### src/rtl/maquina_preparo_pkg.sv
// Shared definitions for the drink preparation sequencer: drink codes, selection status codes,
// state/ETAPA encodings and the Moore output decode.
package maquina_preparo_pkg;

  typedef enum logic [2:0] {
    E_OCIOSO = 3'b000,
    E_AQUECE = 3'b001,
    E_PO     = 3'b010,
    E_AGUA   = 3'b011,
    E_LEITE  = 3'b100,
    E_CHOC   = 3'b101,
    E_PRONTO = 3'b110,
    E_ERR    = 3'b111
  } etapa_t;

  localparam logic [3:0] BEB_ESPRESSO   = 4'b0001;
  localparam logic [3:0] BEB_COM_LEITE  = 4'b0010;
  localparam logic [3:0] BEB_CHA        = 4'b0011;
  localparam logic [3:0] BEB_CAPPUCCINO = 4'b0100;

  localparam logic [1:0] ST_ANALISE   = 2'b00;
  localparam logic [1:0] ST_SELECIONA = 2'b01;
  localparam logic [1:0] ST_NENHUMA   = 2'b10;
  localparam logic [1:0] ST_ESCOLHIDA = 2'b11;

  typedef struct packed {
    logic aquecedor;
    logic valv_agua;
    logic dose_cafe;
    logic dose_cha;
    logic dose_leite;
    logic dose_choc;
    logic ocupado;
    logic pronto;
    logic erro;
  } saidas_t;

  function automatic logic bebida_valida(input logic [3:0] b);
    return (b >= BEB_ESPRESSO) && (b <= BEB_CAPPUCCINO);
  endfunction

  function automatic saidas_t decodifica_saidas(input etapa_t e, input logic [3:0] b);
    saidas_t s;
    s = '0;
    case (e)
      E_AQUECE: begin
        s.aquecedor = 1'b1;
        s.ocupado   = 1'b1;
      end
      E_PO: begin
        s.ocupado = 1'b1;
        if (b == BEB_CHA) begin
          s.dose_cha = 1'b1;
        end else begin
          s.dose_cafe = 1'b1;
        end
      end
      E_AGUA: begin
        s.valv_agua = 1'b1;
        s.ocupado   = 1'b1;
      end
      E_LEITE: begin
        s.dose_leite = 1'b1;
        s.ocupado    = 1'b1;
      end
      E_CHOC: begin
        s.dose_choc = 1'b1;
        s.ocupado   = 1'b1;
      end
      E_PRONTO: s.pronto = 1'b1;
      E_ERR:    s.erro   = 1'b1;
      default:  s = '0;
    endcase
    return s;
  endfunction

endpackage

### src/rtl/maquina_preparo_contador_fase.sv
// Loadable down-counter used for every timed phase and the heating timeout.
// Load wins over enable; the count holds at zero.
module contador_fase #(
  parameter int CW = 8
) (
  input  logic          i_clk,
  input  logic          i_rst_n,
  input  logic          i_load,
  input  logic          i_en,
  input  logic [CW-1:0] i_valor,
  output logic          o_zero
);

  logic [CW-1:0] r_conta;

  // phase count register
  always_ff @(posedge i_clk or negedge i_rst_n) begin
    if (!i_rst_n) begin
      r_conta <= '0;
    end else if (i_load) begin
      r_conta <= i_valor;
    end else if (i_en && (r_conta != '0)) begin
      r_conta <= r_conta - CW'(1);
    end
  end

  assign o_zero = (r_conta == '0);

endmodule

### src/rtl/maquina_preparo.sv
// Drink preparation sequencer: on a new "chosen" edge from the selection FSM it runs the
// recipe as timed phases and drives registered actuator enables and status indicators.
module maquina_preparo
  import maquina_preparo_pkg::*;
#(
  parameter int CW           = 8,
  parameter int T_AQUECE_MAX = 32,
  parameter int T_PO         = 4,
  parameter int T_AGUA       = 8,
  parameter int T_LEITE      = 6,
  parameter int T_CHOC       = 3,
  parameter int T_PRONTO     = 5
) (
  input  logic       i_clk,
  input  logic       i_rst_n,
  input  logic [1:0] i_status,
  input  logic [3:0] i_bebida,
  input  logic       i_agua_quente,
  input  logic       i_cancela,
  output logic       o_aquecedor,
  output logic       o_valv_agua,
  output logic       o_dose_cafe,
  output logic       o_dose_cha,
  output logic       o_dose_leite,
  output logic       o_dose_choc,
  output logic       o_ocupado,
  output logic       o_pronto,
  output logic       o_erro,
  output logic [2:0] o_etapa
);

  localparam logic [CW-1:0] L_AQUECE = CW'(T_AQUECE_MAX - 1);
  localparam logic [CW-1:0] L_PO     = CW'(T_PO - 1);
  localparam logic [CW-1:0] L_AGUA   = CW'(T_AGUA - 1);
  localparam logic [CW-1:0] L_LEITE  = CW'(T_LEITE - 1);
  localparam logic [CW-1:0] L_CHOC   = CW'(T_CHOC - 1);
  localparam logic [CW-1:0] L_PRONTO = CW'(T_PRONTO - 1);

  etapa_t        r_state;
  logic [3:0]    r_bebida;
  logic [1:0]    r_status_ant;
  saidas_t       r_saidas;

  etapa_t        w_nxt;
  logic          w_trigger;
  logic          w_latch;
  logic          w_load;
  logic          w_en;
  logic [CW-1:0] w_valor;
  logic          w_zero;

  contador_fase #(.CW(CW)) u_contador (
    .i_clk   (i_clk),
    .i_rst_n (i_rst_n),
    .i_load  (w_load),
    .i_en    (w_en),
    .i_valor (w_valor),
    .o_zero  (w_zero)
  );

  // History is kept in every state, so a STATUS held at 11 can never look like a new edge
  assign w_trigger = (i_status == ST_ESCOLHIDA) && (r_status_ant != ST_ESCOLHIDA);

  // next-state and phase counter control
  always_comb begin
    w_nxt   = r_state;
    w_latch = 1'b0;
    w_load  = 1'b0;
    w_en    = 1'b0;
    w_valor = '0;
    case (r_state)
      E_OCIOSO: begin
        if (w_trigger) begin
          w_latch = 1'b1;
          if (bebida_valida(i_bebida)) begin
            w_nxt   = E_AQUECE;
            w_load  = 1'b1;
            w_valor = L_AQUECE;
          end else begin
            w_nxt = E_ERR;
          end
        end else begin
          w_nxt = E_OCIOSO;
        end
      end
      E_AQUECE: begin
        if (i_cancela) begin
          w_nxt = E_OCIOSO;
        end else if (i_agua_quente) begin
          w_nxt   = E_PO;
          w_load  = 1'b1;
          w_valor = L_PO;
        end else if (w_zero) begin
          w_nxt = E_ERR;
        end else begin
          w_en = 1'b1;
        end
      end
      E_PO: begin
        if (i_cancela) begin
          w_nxt = E_OCIOSO;
        end else if (w_zero) begin
          w_nxt   = E_AGUA;
          w_load  = 1'b1;
          w_valor = L_AGUA;
        end else begin
          w_en = 1'b1;
        end
      end
      E_AGUA: begin
        if (i_cancela) begin
          w_nxt = E_OCIOSO;
        end else if (w_zero) begin
          if ((r_bebida == BEB_COM_LEITE) || (r_bebida == BEB_CAPPUCCINO)) begin
            w_nxt   = E_LEITE;
            w_load  = 1'b1;
            w_valor = L_LEITE;
          end else begin
            w_nxt   = E_PRONTO;
            w_load  = 1'b1;
            w_valor = L_PRONTO;
          end
        end else begin
          w_en = 1'b1;
        end
      end
      E_LEITE: begin
        if (i_cancela) begin
          w_nxt = E_OCIOSO;
        end else if (w_zero) begin
          if (r_bebida == BEB_CAPPUCCINO) begin
            w_nxt   = E_CHOC;
            w_load  = 1'b1;
            w_valor = L_CHOC;
          end else begin
            w_nxt   = E_PRONTO;
            w_load  = 1'b1;
            w_valor = L_PRONTO;
          end
        end else begin
          w_en = 1'b1;
        end
      end
      E_CHOC: begin
        if (i_cancela) begin
          w_nxt = E_OCIOSO;
        end else if (w_zero) begin
          w_nxt   = E_PRONTO;
          w_load  = 1'b1;
          w_valor = L_PRONTO;
        end else begin
          w_en = 1'b1;
        end
      end
      E_PRONTO: begin
        if (i_cancela || w_zero) begin
          w_nxt = E_OCIOSO;
        end else begin
          w_en = 1'b1;
        end
      end
      E_ERR: begin
        if (i_cancela) begin
          w_nxt = E_OCIOSO;
        end else begin
          w_nxt = E_ERR;
        end
      end
      default: w_nxt = E_OCIOSO;
    endcase
  end

  // Outputs are decoded from the next state so they change on the same edge as the state
  always_ff @(posedge i_clk or negedge i_rst_n) begin
    if (!i_rst_n) begin
      r_state      <= E_OCIOSO;
      r_bebida     <= 4'b0000;
      r_status_ant <= ST_ANALISE;
      r_saidas     <= '0;
    end else begin
      r_state      <= w_nxt;
      r_status_ant <= i_status;
      r_saidas     <= decodifica_saidas(w_nxt, r_bebida);
      if (w_latch) begin
        r_bebida <= i_bebida;
      end
    end
  end

  assign o_aquecedor  = r_saidas.aquecedor;
  assign o_valv_agua  = r_saidas.valv_agua;
  assign o_dose_cafe  = r_saidas.dose_cafe;
  assign o_dose_cha   = r_saidas.dose_cha;
  assign o_dose_leite = r_saidas.dose_leite;
  assign o_dose_choc  = r_saidas.dose_choc;
  assign o_ocupado    = r_saidas.ocupado;
  assign o_pronto     = r_saidas.pronto;
  assign o_erro       = r_saidas.erro;
  assign o_etapa      = r_state;

endmodule
### config.mk
export PLATFORM = sky130hd
export DESIGN_NAME = maquina_preparo
export DESIGN_NICKNAME = d
export VERILOG_FILES = /design/src/rtl/maquina_preparo_pkg.sv /design/src/rtl/maquina_preparo_contador_fase.sv /design/src/rtl/maquina_preparo.sv
export SDC_FILE = /design/constraint.sdc
export NUM_CORES = 1
export LEC_CHECK = 0
export CAP_MARGIN = 0
export CORE_MARGIN = 2
export CORE_UTILIZATION = 48
export CTS_BUF_LIST = sky130_fd_sc_hd__clkbuf_8
export CTS_CLUSTER_DIAMETER = 50
export CTS_CLUSTER_SIZE = 14
export DETAILED_ROUTE_END_ITERATION = 8
export GPL_ROUTABILITY_DRIVEN = 0
export GPL_TIMING_DRIVEN = 0
export PLACE_DENSITY = 0.72
export REMOVE_ABC_BUFFERS = 1
export SETUP_SLACK_MARGIN = 0.3
export SYNTH_ARGS = -nofsm -noshare
export SYNTH_HDL_FRONTEND = slang
export SYNTH_SLANG_ARGS = --single-unit
### constraint.sdc
create_clock -name i_clk -period 4.9 [get_ports i_clk]
set_input_delay 1.225 -clock i_clk [delete_from_list [all_inputs] [get_ports i_clk]]
set_output_delay 1.225 -clock i_clk [all_outputs]
set_load 0.02 [all_outputs]
Word level (Yosys, flattened, before mapping)
Cells that the tools add are included.
- register bits after elaboration: 26
- input port bits: 10
- output and inout port bits: 12
- word-level logic and storage cells: 106
- add/subtract/negate cells: 1
- order comparisons: 2
- equal/unequal tests: 19
- mux-type cells: 60
- reduce and logical (&&, ||, !) cells: 11
- operators by type and width (cell ; count):
    $mux W3 ; 24
    $pmux W5 S6 ; 1
    $eq A3 B3 Y1 const B ; 8
    $pmux W3 S8 ; 1
    $mux W1 ; 23
    $mux W8 ; 2
    $eq A3 B2 Y1 const B ; 4
    $mux W2 ; 5
    $mux W5 ; 2
    $eq A4 B2 Y1 const B ; 2
    $logic_not A8 Y1 ; 1
    $reduce_bool A8 Y1 ; 1
    $sub A8 B1 Y8 const B ; 1
    $eq A3 B1 Y1 const B ; 2
    $pmux W1 S3 ; 2
    $reduce_or A5 Y1 ; 1
    $eq A4 B3 Y1 const B ; 1
    $ge A4 B1 Y1 const B ; 1
    $le A4 B3 Y1 const B ; 1
    $reduce_or A4 Y1 ; 1
    $logic_and A1 B1 Y1 ; 3
    $logic_not A3 Y1 ; 1
    $eq A2 B2 Y1 const B ; 1
    $logic_or A1 B1 Y1 ; 2
    2 further kinds ; 2

Depth between registers and ports, before layout
Gate-level depths: netlist of the first run.
- depth after elaboration: 9
- mapped depth: 8

Modules after synthesis
From an unflattened synthesis of the first run, not the netlist that was laid out.
- cell total of the unflattened synthesis: 168
- area, all modules: 1544.0 µm²
- modules (own cells, without submodules) (module ; instances ; cells an instance ; area each (µm²) ; sequential area each (µm²)):
    maquina_preparo ; 1 ; 110 ; 1016.0 ; 450.4
    contador_fase ; 1 ; 58 ; 528.0 ; 200.2

Least setup slack after synthesis of the first run
Ideal clock, no wire load.
- kind: input to register
- start point: input port i_cancela
- end point: register r_saidas (netlist bit o_dose_cafe)
- data arrival time: 2.351 ns
- setup slack: 2.444 ns
- stages on the path: 5
- path buffers: 1
- cells stage by stage: clkbuf_1 nor2b_1 a31oi_1 nand2_1 nor4b_1
- word-level cells in the longest chain between the ends: 5
- ends and longest elaborated chain (item ; line ; RTL):
    start, declared ; maquina_preparo.sv:19 ; input logic i_cancela,
    $logic_or A1 B1 Y1 ; maquina_preparo.sv:156 ; if (i_cancela || w_zero) begin
    $mux W3 ; maquina_preparo.sv:156 ;
    $pmux W3 S8 (*) ; maquina_preparo.sv:71 ; case (r_state)
    net w_nxt[2] ; maquina_preparo.sv:44 ; etapa_t w_nxt;
    $eq A3 B2 Y1 (*) ; maquina_preparo_pkg.sv:45 ; case (e)
    $mux W2 (*) ; maquina_preparo_pkg.sv:45 ;
    end signal, assigned ; maquina_preparo.sv:183 ; r_saidas <= decodifica_saidas(w_nxt, r_bebida);
    end, declared ; maquina_preparo.sv:42 ; saidas_t r_saidas;
Mark *: on every way through the listed nets, which the timed path passes. The rest lies on a longest branch.
A chain may end at the register's enable or synchronous reset.

Final worst setup path of the first run
- start point: register r_state[0], in the netlist o_etapa[0]
- end point: output port o_etapa[0]
- RTL lines (item ; line ; RTL):
    start, declared ; maquina_preparo.sv:39 ; etapa_t r_state;
    start signal, assigned ; maquina_preparo.sv:181 ; r_state <= w_nxt;
    end, declared ; maquina_preparo.sv:29 ; output logic [2:0] o_etapa
No word-level cell between the ends.

==> flow_metrics.tcl, run 1 <==
set metrics [dict create \
    synthesis.instances 140 \
    outcome "finished, final reports clean" \
    critical_path.max_fanout 18 \
    worst_path_dominant_cell_family "buffers and inverters" \
    route.vias.total 1152 \
    ys_dominant_reg_cell "dfrtp_1" \
    clock_tree.root_cell "clkbuf_8" \
    fp.dieW_um 58.90 \
    core_region_area_um2 2805 \
    gr-total-overflow 0 \
    grt_setup_unrepaired "false" \
    synthTopCellsByCount "dfrtp_1, nor2_1, xor2_1, nand2_1, nor3_1" \
    place_ws_ns 1.795 \
    ys_ff_latch 26 \
    worstPathBufferInverterCount 1 \
    effective_utilization_at_floorplan_pct 51.56 \
    maximum_achievable_frequency_ghz 0.3414 \
    async_flop_share_pct 100.0 \
    timing.critical_path.cells "clkdlybuf4s50_1" \
    insertion_delay_ns 0.28 \
    drc_errors 0 \
    clock_sinks 26 \
    stdcell_area_um2 1744 \
    synth_most_common_cell "dfrtp_1" \
    grtUsageTotal_pct 19.56 \
    vdd.ir_drop.worst_mv 0.2698 \
    post-synth-top-area-cell "dfrtp_1" \
    grt_start_max_net_pins 27 \
    netlist-cell-type-count 45 \
    cts_htree_levels 1 \
    synth_largest_type_area_fraction_pct 44.98 \
    detailedRoute.firstPassIterationCount 5 \
    post_synth.cell_area_avg_um2 10.33 \
    power.density_cell_area_nw_per_um2 563.4 \
    fin_max_slew_vios 0 \
    final_hold_violation_count 0 \
    chipHeight_um 58.90 \
    vias_per_cell 6.031 \
    portBuffers 21 \
    cts_tree "yes" \
    finalSetupViolCount 0 \
    timing.critical_path.slowest_stage_cell "clkdlybuf4s50_1" \
    post_cts.resized_instances 0 \
    cts-buffers-inserted 3 \
    tns_ns 0 \
    max_slew.worst_pin.slew_ns 1.150 \
    worst_path_max_stage_delay_ns 0.72 \
    synth_area_leaders "dfrtp_1, xor2_1, mux2_2, nor2_1, nand4_1" \
    final_worst_path_cycle_share_pct 59.78 \
    postCtsHoldBufs 0 \
    detail_route.iter0.violations 81 \
    leakage_nw 0.7194 \
    share_of_post_route_cells_with_drive_strength_above_1_pct 11.25 \
    die_area_um2 3469 \
    first_global_vias 1161 \
    cp_data_arrival_time_ns 1.70 \
    synth-edff-count 0 \
    floorplan.rows 19 \
    boundaryPins 22 \
    grt_pass1_wl_um 5126 \
    postLayoutSetupSlackWorst_ns 1.971 \
    yosys_warnings 0 \
    max_cap_violations 0 \
    min_path_type "flop to flop" \
    wl_per_cell_um 16.50 \
    placedInstanceArea_um2 1673 \
    clock-skew-final_ns 0.004387 \
    syn2layout_area_growth_pct 20.59 \
    post-cts-setup-buffer-count 0 \
    cts-root-to-sink-buffers 2 \
    synth-seq-area-share_pct 44.98 \
    synthesis.area_um2 1446 \
    drtAntennaViolNets 0 \
    fin_nets 173 \
    diodes 0 \
    clkTransAtPathRegs_ns 0.09 \
    dp_hpwl_um 2258 \
    final_period_minus_worst_setup_slack_ns 2.929 \
    max_slew_margin_pct 23.10 \
    timing.setup.critical_path_class "flop to primary output" \
    endpoint_kind "primary output" \
    required_ns 3.67 \
    grt_antenna_before_repair 0 \
    totalWireLength_um 3151 \
    crit_path_start_kind "flop" \
]
area by class of cell:
type,count,area (um^2)
clock buffers,3,41.29
clock inverters,1,30.03
fillers,244,1061
inverters,3,11.26
multi-input cells,106,762.0
flip-flops and latches,26,650.6
well taps,31,38.79
repair buffers,21,210.2
worst paths after layout:
| check | startpoint | end | slack, ns | cells past startpoint |
|---|---|---|---|---|
| min | r_bebida[3] | r_bebida[3] | 0.58 | 1 |
| min in group asynchronous | i_rst_n | u_contador.r_conta[5] | 1.56 | 1 |
| max in group asynchronous | i_rst_n | r_bebida[2] | 2.66 | 1 |
| min reg2reg | r_bebida[3] | r_bebida[3] | 0.58 | 1 |
| max reg2reg | u_contador.r_conta[0] | u_contador.r_conta[1] | 2.63 | 7 |
| max | o_etapa[0] | o_etapa[0] | 1.97 | 1 |
sequential cells by signal, indices dropped and copies added (netlist names):
signal	flops
r_status_ant	2
o_erro	1
o_ocupado	1
o_dose_choc	1
r_bebida	4
o_dose_cha	1
o_pronto	1
u_contador.r_conta	8
o_dose_cafe	1
o_etapa	3
o_aquecedor	1
o_dose_leite	1
o_valv_agua	1
placed cells by master (no fill, tap or decap), types with 3 or more instances in the layout:
cell type,count
dfrtp_1,26
clkdlybuf4s50_1,21
nor2_1,11
xor2_1,8
nand2_1,7
nor3_1,7
nand4_1,6
o21ai_0,6
nand2b_1,5
nand3_1,5
and2_1,4
a21oi_1,4
mux2_2,4
inv_1,3
nor4b_1,3
clkbuf_8,3
per-layer routing:
layer / share of wire (%) / GRT usage, % / vias up
li1: - / - / 555
met1: 41 / 21.92 / 557
met2: 53 / 36.03 / 31
met3: 4.1 / 3.956 / 9
met4: 1.9 / 7.468 / 0
met5: 0 / 0 / -
power breakdown:
group | switching [mW] | internal (mW) | leakage [nW]
combinational | 0.226 | 0.195 | 0.351
clock | 0.0707 | 0.109 | 0.0357
sequential | 0.0978 | 0.284 | 0.333
metrics by stage:
stage | hold slack [ns] | util (%) | power (mW) | instances
after floorplan | 0.5261 | - | 0.6631 | 135
after global placement | 0.5493 | 59.63 | 0.7840 | 187
after detailed placement | 0.5650 | 59.63 | 0.7990 | 187
after CTS | 0.5865 | 62.18 | 0.9859 | 191
after global routing | 0.6044 | 62.18 | 1.044 | 191
final | 0.5811 | 62.18 | 0.9827 | 191
kinds of logic after synthesis:
family,synth area share (%)
XOR/XNOR,6.056
AND/OR/NAND/NOR,27.68
buffers and inverters,2.335
AO/OA/AOI/OAI,13.41
adder cells (fa/ha/maj),1.730
flip-flops,44.98
multiplexers,3.806
Note: power is estimated with default switching activity, not from simulation.
==> inputs of run 2 (changes only) <==
clock period = 2.8 ns   (was 4.9 ns; I/O delays follow)
==> results of run 2 <==
Same layout as run 1 (identical final DEF). Status: finished, final reports clean.
Among the figures that moved: setup slack after placement 1.795 ns -> 0.2198 ns; setup slack after layout 1.971 ns -> 0.3959 ns; register-to-register setup slack 2.63 ns -> 0.53 ns; total power 0.9827 mW -> 1.720 mW; worst IR drop on VDD 0.2698 mV -> 0.4721 mV
==> inputs of run 3 (changes only) <==
CTS_CLUSTER_SIZE = 40   (was 14)
==> results of run 3 <==
Same layout as run 1 (identical final DEF). Status: finished, final reports clean.
Among the figures that moved: setup slack after placement 1.795 ns -> 0.2198 ns; setup slack after layout 1.971 ns -> 0.3959 ns; register-to-register setup slack 2.63 ns -> 0.53 ns; total power 0.9827 mW -> 1.720 mW; worst IR drop on VDD 0.2698 mV -> 0.4721 mV
